==> config.mk <==
export PLATFORM = sky130hd
export DESIGN_NAME = lut_sweep_eval
export DESIGN_NICKNAME = d
export VERILOG_FILES = /design/src/rtl/lut_sweep_eval.sv
export SDC_FILE = /design/constraint.sdc
export NUM_CORES = 1
export LEC_CHECK = 0
export BUFFER_PORTS_ARGS = -buffer_cell sky130_fd_sc_hd__clkbuf_2
export CAP_MARGIN = 5
export CORE_ASPECT_RATIO = 1.4
export CORE_MARGIN = 2
export CORE_UTILIZATION = 45
export DETAILED_ROUTE_END_ITERATION = 12
export PLACE_DENSITY = 0.66
export SYNTH_ARGS = -nofsm -noshare
export SYNTH_HDL_FRONTEND = slang
export SYNTH_SLANG_ARGS = --single-unit
==> constraint.sdc <==
create_clock -name clk -period 4.4 [get_ports clk]
set_clock_uncertainty 0.05 [all_clocks]
set_input_delay 0.88 -clock clk [delete_from_list [all_inputs] [get_ports clk]]
set_output_delay 0.88 -clock clk [all_outputs]
set_load 0.1 [all_outputs]
==> src/rtl/lut_sweep_eval.sv <==
// rtl/lut_sweep_eval.sv - registered truth-table engine with direct evaluation and exhaustive sweep
//
// Purpose:
//   Holds a DEPTH = 2^N_IN entry single-bit function table that can be rewritten
//   at runtime. It offers two ways to read it:
//     - a 1-cycle registered direct evaluation (eval_in -> eval_y);
//     - a self-timed sweep that streams every (input, output) pair and counts
//       the minterms (entries with f=1) along the way.
//
// Ports:
//   clk       rising-edge clock
//   rst_n     asynchronous active-low reset
//   cfg_we    table write strobe; accepted only while idle
//   cfg_addr  table entry to write
//   cfg_bit   value written to table[cfg_addr]
//   cfg_err   one-cycle pulse: a write arrived while busy and was dropped
//   eval_in   direct-evaluation input vector (MSB = variable A)
//   eval_y    registered table[eval_in]
//   start     begin a sweep (level, sampled every cycle while idle)
//   abort     cancel a running sweep; wins over completion and start
//   busy      high while sweeping and during the done cycle
//   sw_valid  sw_in/sw_y carry a swept pair this cycle
//   sw_in     current swept input vector (holds when sw_valid=0)
//   sw_y      table[sw_in] (holds when sw_valid=0)
//   ones_cnt  number of swept entries with f=1; holds until the next start
//   done      one-cycle pulse when a sweep completes
//   hit       (LUT_SWEEP_FIRST_HIT_EN only) sweep stopped on an f=1 entry
//   hit_in    (LUT_SWEEP_FIRST_HIT_EN only) index of that entry
//
// Build option:
//   LUT_SWEEP_FIRST_HIT_EN - when defined, a sweep stops at the first entry
//   with f=1 and reports it on hit/hit_in. When undefined, every sweep covers
//   all DEPTH entries and the hit ports do not exist.

module lut_sweep_eval #(
  parameter int                    N_IN = 4,
  parameter logic [(1<<N_IN)-1:0]  INIT = 16'h38F0
) (
  input  logic              clk,
  input  logic              rst_n,
  input  logic              cfg_we,
  input  logic [N_IN-1:0]   cfg_addr,
  input  logic              cfg_bit,
  output logic              cfg_err,
  input  logic [N_IN-1:0]   eval_in,
  output logic              eval_y,
  input  logic              start,
  input  logic              abort,
  output logic              busy,
  output logic              sw_valid,
  output logic [N_IN-1:0]   sw_in,
  output logic              sw_y,
  output logic [N_IN:0]     ones_cnt,
  output logic              done
`ifdef LUT_SWEEP_FIRST_HIT_EN
  ,
  output logic              hit,
  output logic [N_IN-1:0]   hit_in
`endif
);

  localparam int              DEPTH    = 1 << N_IN;
  localparam logic [N_IN-1:0] LAST_IDX = {N_IN{1'b1}};

  typedef enum logic [1:0] {
    S_IDLE  = 2'd0,
    S_SWEEP = 2'd1,
    S_DONE  = 2'd2
  } state_t;

  state_t            state_q,    state_d;
  logic [DEPTH-1:0]  table_q,    table_d;
  logic              cfg_err_q,  cfg_err_d;
  logic              eval_y_q,   eval_y_d;
  logic              busy_q,     busy_d;
  logic              sw_valid_q, sw_valid_d;
  logic [N_IN-1:0]   sw_in_q,    sw_in_d;
  logic              sw_y_q,     sw_y_d;
  logic [N_IN:0]     ones_cnt_q, ones_cnt_d;
  logic              done_q,     done_d;
`ifdef LUT_SWEEP_FIRST_HIT_EN
  logic              hit_q,      hit_d;
  logic [N_IN-1:0]   hit_in_q,   hit_in_d;
`endif

  // sw_in_q doubles as the sweep index: it always names the entry currently
  // on the stream, so the next entry is sw_in_q + 1.
  logic [N_IN-1:0] nxt_idx;
  logic            nxt_bit;
  logic            sweep_stop;

  always_comb begin
    nxt_idx = sw_in_q + 1'b1;
    nxt_bit = table_q[nxt_idx];
`ifdef LUT_SWEEP_FIRST_HIT_EN
    // The entry on the stream now is the last one if it is a hit.
    sweep_stop = (sw_in_q == LAST_IDX) || sw_y_q;
`else
    sweep_stop = (sw_in_q == LAST_IDX);
`endif
  end

  always_comb begin
    state_d    = state_q;
    table_d    = table_q;
    cfg_err_d  = 1'b0;
    busy_d     = busy_q;
    sw_valid_d = sw_valid_q;
    sw_in_d    = sw_in_q;
    sw_y_d     = sw_y_q;
    ones_cnt_d = ones_cnt_q;
    done_d     = 1'b0;
`ifdef LUT_SWEEP_FIRST_HIT_EN
    hit_d      = hit_q;
    hit_in_d   = hit_in_q;
`endif

    // Read uses the current table, so a same-cycle write to the same
    // address is seen one cycle later (read-before-write).
    eval_y_d = table_q[eval_in];

    // The table is frozen while a sweep is in flight so the stream and the
    // count always describe one consistent function.
    if (cfg_we) begin
      if (state_q == S_IDLE) begin
        table_d[cfg_addr] = cfg_bit;
      end else begin
        cfg_err_d = 1'b1;
      end
    end

    case (state_q)
      S_IDLE: begin
        if (start && !abort) begin
          state_d    = S_SWEEP;
          busy_d     = 1'b1;
          sw_valid_d = 1'b1;
          sw_in_d    = '0;
          sw_y_d     = table_q[0];
          ones_cnt_d = {{N_IN{1'b0}}, table_q[0]};
`ifdef LUT_SWEEP_FIRST_HIT_EN
          hit_d      = 1'b0;
          hit_in_d   = '0;
`endif
        end
      end

      S_SWEEP: begin
        if (abort) begin
          state_d    = S_IDLE;
          busy_d     = 1'b0;
          sw_valid_d = 1'b0;
          ones_cnt_d = '0;
        end else if (sweep_stop) begin
          state_d    = S_DONE;
          sw_valid_d = 1'b0;
          done_d     = 1'b1;
`ifdef LUT_SWEEP_FIRST_HIT_EN
          hit_d      = sw_y_q;
          hit_in_d   = sw_y_q ? sw_in_q : '0;
`endif
        end else begin
          sw_in_d    = nxt_idx;
          sw_y_d     = nxt_bit;
          ones_cnt_d = ones_cnt_q + {{N_IN{1'b0}}, nxt_bit};
        end
      end

      S_DONE: begin
        // start is not looked at here; a held start is picked up from IDLE.
        state_d = S_IDLE;
        busy_d  = 1'b0;
        if (abort) begin
          ones_cnt_d = '0;
        end
      end

      default: begin
        state_d    = S_IDLE;
        busy_d     = 1'b0;
        sw_valid_d = 1'b0;
      end
    endcase
  end

  always_ff @(posedge clk or negedge rst_n) begin
    if (!rst_n) begin
      state_q    <= S_IDLE;
      table_q    <= INIT;
      cfg_err_q  <= 1'b0;
      eval_y_q   <= 1'b0;
      busy_q     <= 1'b0;
      sw_valid_q <= 1'b0;
      sw_in_q    <= '0;
      sw_y_q     <= 1'b0;
      ones_cnt_q <= '0;
      done_q     <= 1'b0;
`ifdef LUT_SWEEP_FIRST_HIT_EN
      hit_q      <= 1'b0;
      hit_in_q   <= '0;
`endif
    end else begin
      state_q    <= state_d;
      table_q    <= table_d;
      cfg_err_q  <= cfg_err_d;
      eval_y_q   <= eval_y_d;
      busy_q     <= busy_d;
      sw_valid_q <= sw_valid_d;
      sw_in_q    <= sw_in_d;
      sw_y_q     <= sw_y_d;
      ones_cnt_q <= ones_cnt_d;
      done_q     <= done_d;
`ifdef LUT_SWEEP_FIRST_HIT_EN
      hit_q      <= hit_d;
      hit_in_q   <= hit_in_d;
`endif
    end
  end

  assign cfg_err  = cfg_err_q;
  assign eval_y   = eval_y_q;
  assign busy     = busy_q;
  assign sw_valid = sw_valid_q;
  assign sw_in    = sw_in_q;
  assign sw_y     = sw_y_q;
  assign ones_cnt = ones_cnt_q;
  assign done     = done_q;
`ifdef LUT_SWEEP_FIRST_HIT_EN
  assign hit      = hit_q;
  assign hit_in   = hit_in_q;
`endif

endmodule

==> out/summary.txt <==
Worst EP arrival - 3.18 ns
Crit Path Max Fanout - 9
Post-Synthesis Cells - 161
final hold vios - 0
die area - 4750 sq um
Pwr Total - 1.40 mW
failing checks - DRC
Die X - 58.8 um
# diodes - 0
Synth Flop Type - dfrtp_1
Final setup viols - 0
Synth Warn # - 0
Crit-path slowest cell - dfrtp_1
mapped cell area - 1890 sq um
Area Overhead vs Synth - 13.4%
CTS tree - built
cell repeated most along the worst path - ha_1
clock sinks - 33
TritonCTS Buffers - 5
Clock Latency Late Sink - 0.28 ns
clock network power share - 16.6%
Post-CTS Hold Buffers - 0
final std cells w/o fill - 236
Hold Path Class - flop to flop
CP startpoint kind - flop
antenna violations before repair - 0
Critical Path End Type - flop
Root Driver - clkbuf_8
share of the synthesized area in the top cell type - 34.4%
DR vias - 1,377
CP Class - flop to flop
post-detail-place hpwl - 3070 um
syn_area_per_cell - 11.8 sq um
Starting Density - 47.5%
Max Fclk - 327 MHz
cts repair resizes - 0
gr ovfl total - 0
period utilization - 69.5%
IO Port Bufs - 28
Layout Nets - 213
sequential-to-total area share from yosys stat - 44.1%
synth cell count leaders - dfrtp_1 (26), mux2_2 (19), nor2_1 (15), nand2_1 (14)
share of cells above drive strength 1 - 34.7%
I/O pin cnt - 29
count of different cell masters after synthesis - 35
row count - 27
max_slew headroom - 45.5%
status - finished with violations
fill count - 350
WP data required - 4.52 ns
fin crit period - 3.06 ns
DRT iter0 DRCs - 66
switching power - 0.621 mW
ys async rst share - 100%
total wire length - 3910 um
Post-synth EDFFs - 0
vias per cell - 5.83
GPL Wtd Cong - 0.861
top cells by area, synth - dfrtp_1 (34%), mux2_2 (11%), dfstp_2 (9.7%)
CP max stage delay - 0.54 ns
vias in the first global route - 1,414
Total GRT Usage - 18.7%
Core Footprint - 3990 sq um
CTS Buffer Depth - 2
sequential fraction of design power - 36.5%
combinational share of power - 46.8%
H-Tree Depth - 2
peak supply drop - 257 uV
PwrDens - 653 nW/um^2
first-pass GRT wire length - 6640 um
FF+latch count, synth - 33
Mapped Nets - 182
top-count cell post-synth - dfrtp_1
WL per Instance - 16.6 um
Detail Route Antenna Nets - 0
Reg clk slew, reported paths - 0.07 ns
worst path cell trace - ha_1, xor2_1, mux4_1, mux4_2, ha_1, ha_1, and3_1, mux2_2
Sw Share - 44.3%
Sum Neg Setup Slack - 0 ns
area post-placement - 2060 sq um
cell accounting for the most synthesized area - dfrtp_1
fin. max-slew vios - 0
Setup Fix Bufs, Post-CTS - 0
DIE HEIGHT - 80.7 um
drt pass-1 iters - 8
Leakage Power - 0.991 nW
Max Cap Violations - 0
finished layout cell area - 2150 sq um
Cell Int Power - 0.780 mW
largest net degree at the start of global routing - 34
Post-Place Cells - 228
post-layout util - 53.8%
RSZ-0062 raised after global routing - no
DRC Markers - 5
Worst Max-Slew Pin Slew - 0.818 ns
[logic make-up after synthesis]
logic type	after synthesis	synth area share, %
adder cells (fa/ha/maj)	7	4.63
flip-flops	33	44.1
buffers and inverters	10	2.78
AND/OR/NAND/NOR	59	15.7
AO/OA/AOI/OAI	20	7.28
XOR/XNOR	2	0.926
multiplexers	30	24.5
[power by group through the flow]
stage	combinational, mW	sequential [mW]	clock, mW
3_3_place_gp	0.642	0.513	0
6_report	0.656	0.512	0.233
2_1_floorplan	0.329	0.722	0
3_5_place_dp	0.659	0.520	0
5_1_grt	0.702	0.529	0.246
4_1_cts	0.661	0.513	0.236
[layout by cell type (no fill, tap or decap), types with 7 or more instances in the layout]
cell,n
ha_1,7
dfstp_2,7
nor2_1,15
mux2_2,19
dfrtp_1,26
clkbuf_2,28
nand2_1,14
[state kept, by name (all words and copies together) (netlist names)]
name      count
sw_valid      1
done          1
cfg_err       1
ones_cnt      5
state_q       2
sw_y          1
table_q      16
eval_y        1
sw_in         4
busy          1
[final cells by class]
type	instances	area, sq um	share of cell area (%)
Clock buffer	8	90.1	4.20
Multi-Input combinational cell	118	1000	46.8
Tap cell	43	53.8	2.51
Sequential cell	33	835	38.9
Inverter	6	22.5	1.05
Timing Repair Buffer	28	140	6.53
[worst max-delay path: cells and delay by family, from the launching register on]
family,cells,cell delay (ns)
multiplexers,3,1.10
XOR/XNOR,1,0.34
AND/OR/NAND/NOR,1,0.14
adder cells (fa/ha/maj),3,0.77
flip-flops,1,0.54
[per-stage QoR]
| stage | setup slack [ns] | hold WS (ns) |
|---|---|---|
| 4_1_cts | 1.35 | 0.451 |
| 2_1_floorplan | 1.05 | 0.439 |
| 3_3_place_gp | 1.52 | 0.433 |
| 5_1_grt | 1.19 | 0.471 |
| 3_5_place_dp | 1.36 | 0.437 |
| 6_report | 1.34 | 0.446 |
[layer usage]
| metal | GRT usage, % | share of wire (%) | vias to the layer above |
|---|---|---|---|
| li1 | - | - | 663 |
| met1 | 20.2 | 36 | 670 |
| met2 | 34.8 | 58 | 39 |
| met3 | 4.35 | 5.7 | 5 |
| met4 | 6.36 | 1.0 | 0 |
| met5 | 0 | 0 | - |
[path summary, 6_finish.rpt]
path	startpoint	to	slack, ns	cells after the start
max	sw_in[0]	ones_cnt[1]	1.34	8
min	sw_valid	sw_valid	0.45	1
max reg2reg	sw_in[0]	ones_cnt[1]	1.34	8
min reg2reg	sw_valid	sw_valid	0.45	1
max in group asynchronous	rst_n	table_q[10]	3.15	1
min in group asynchronous	rst_n	ones_cnt[4]	0.63	1
No activity file was read; power rests on OpenSTA's default activity.
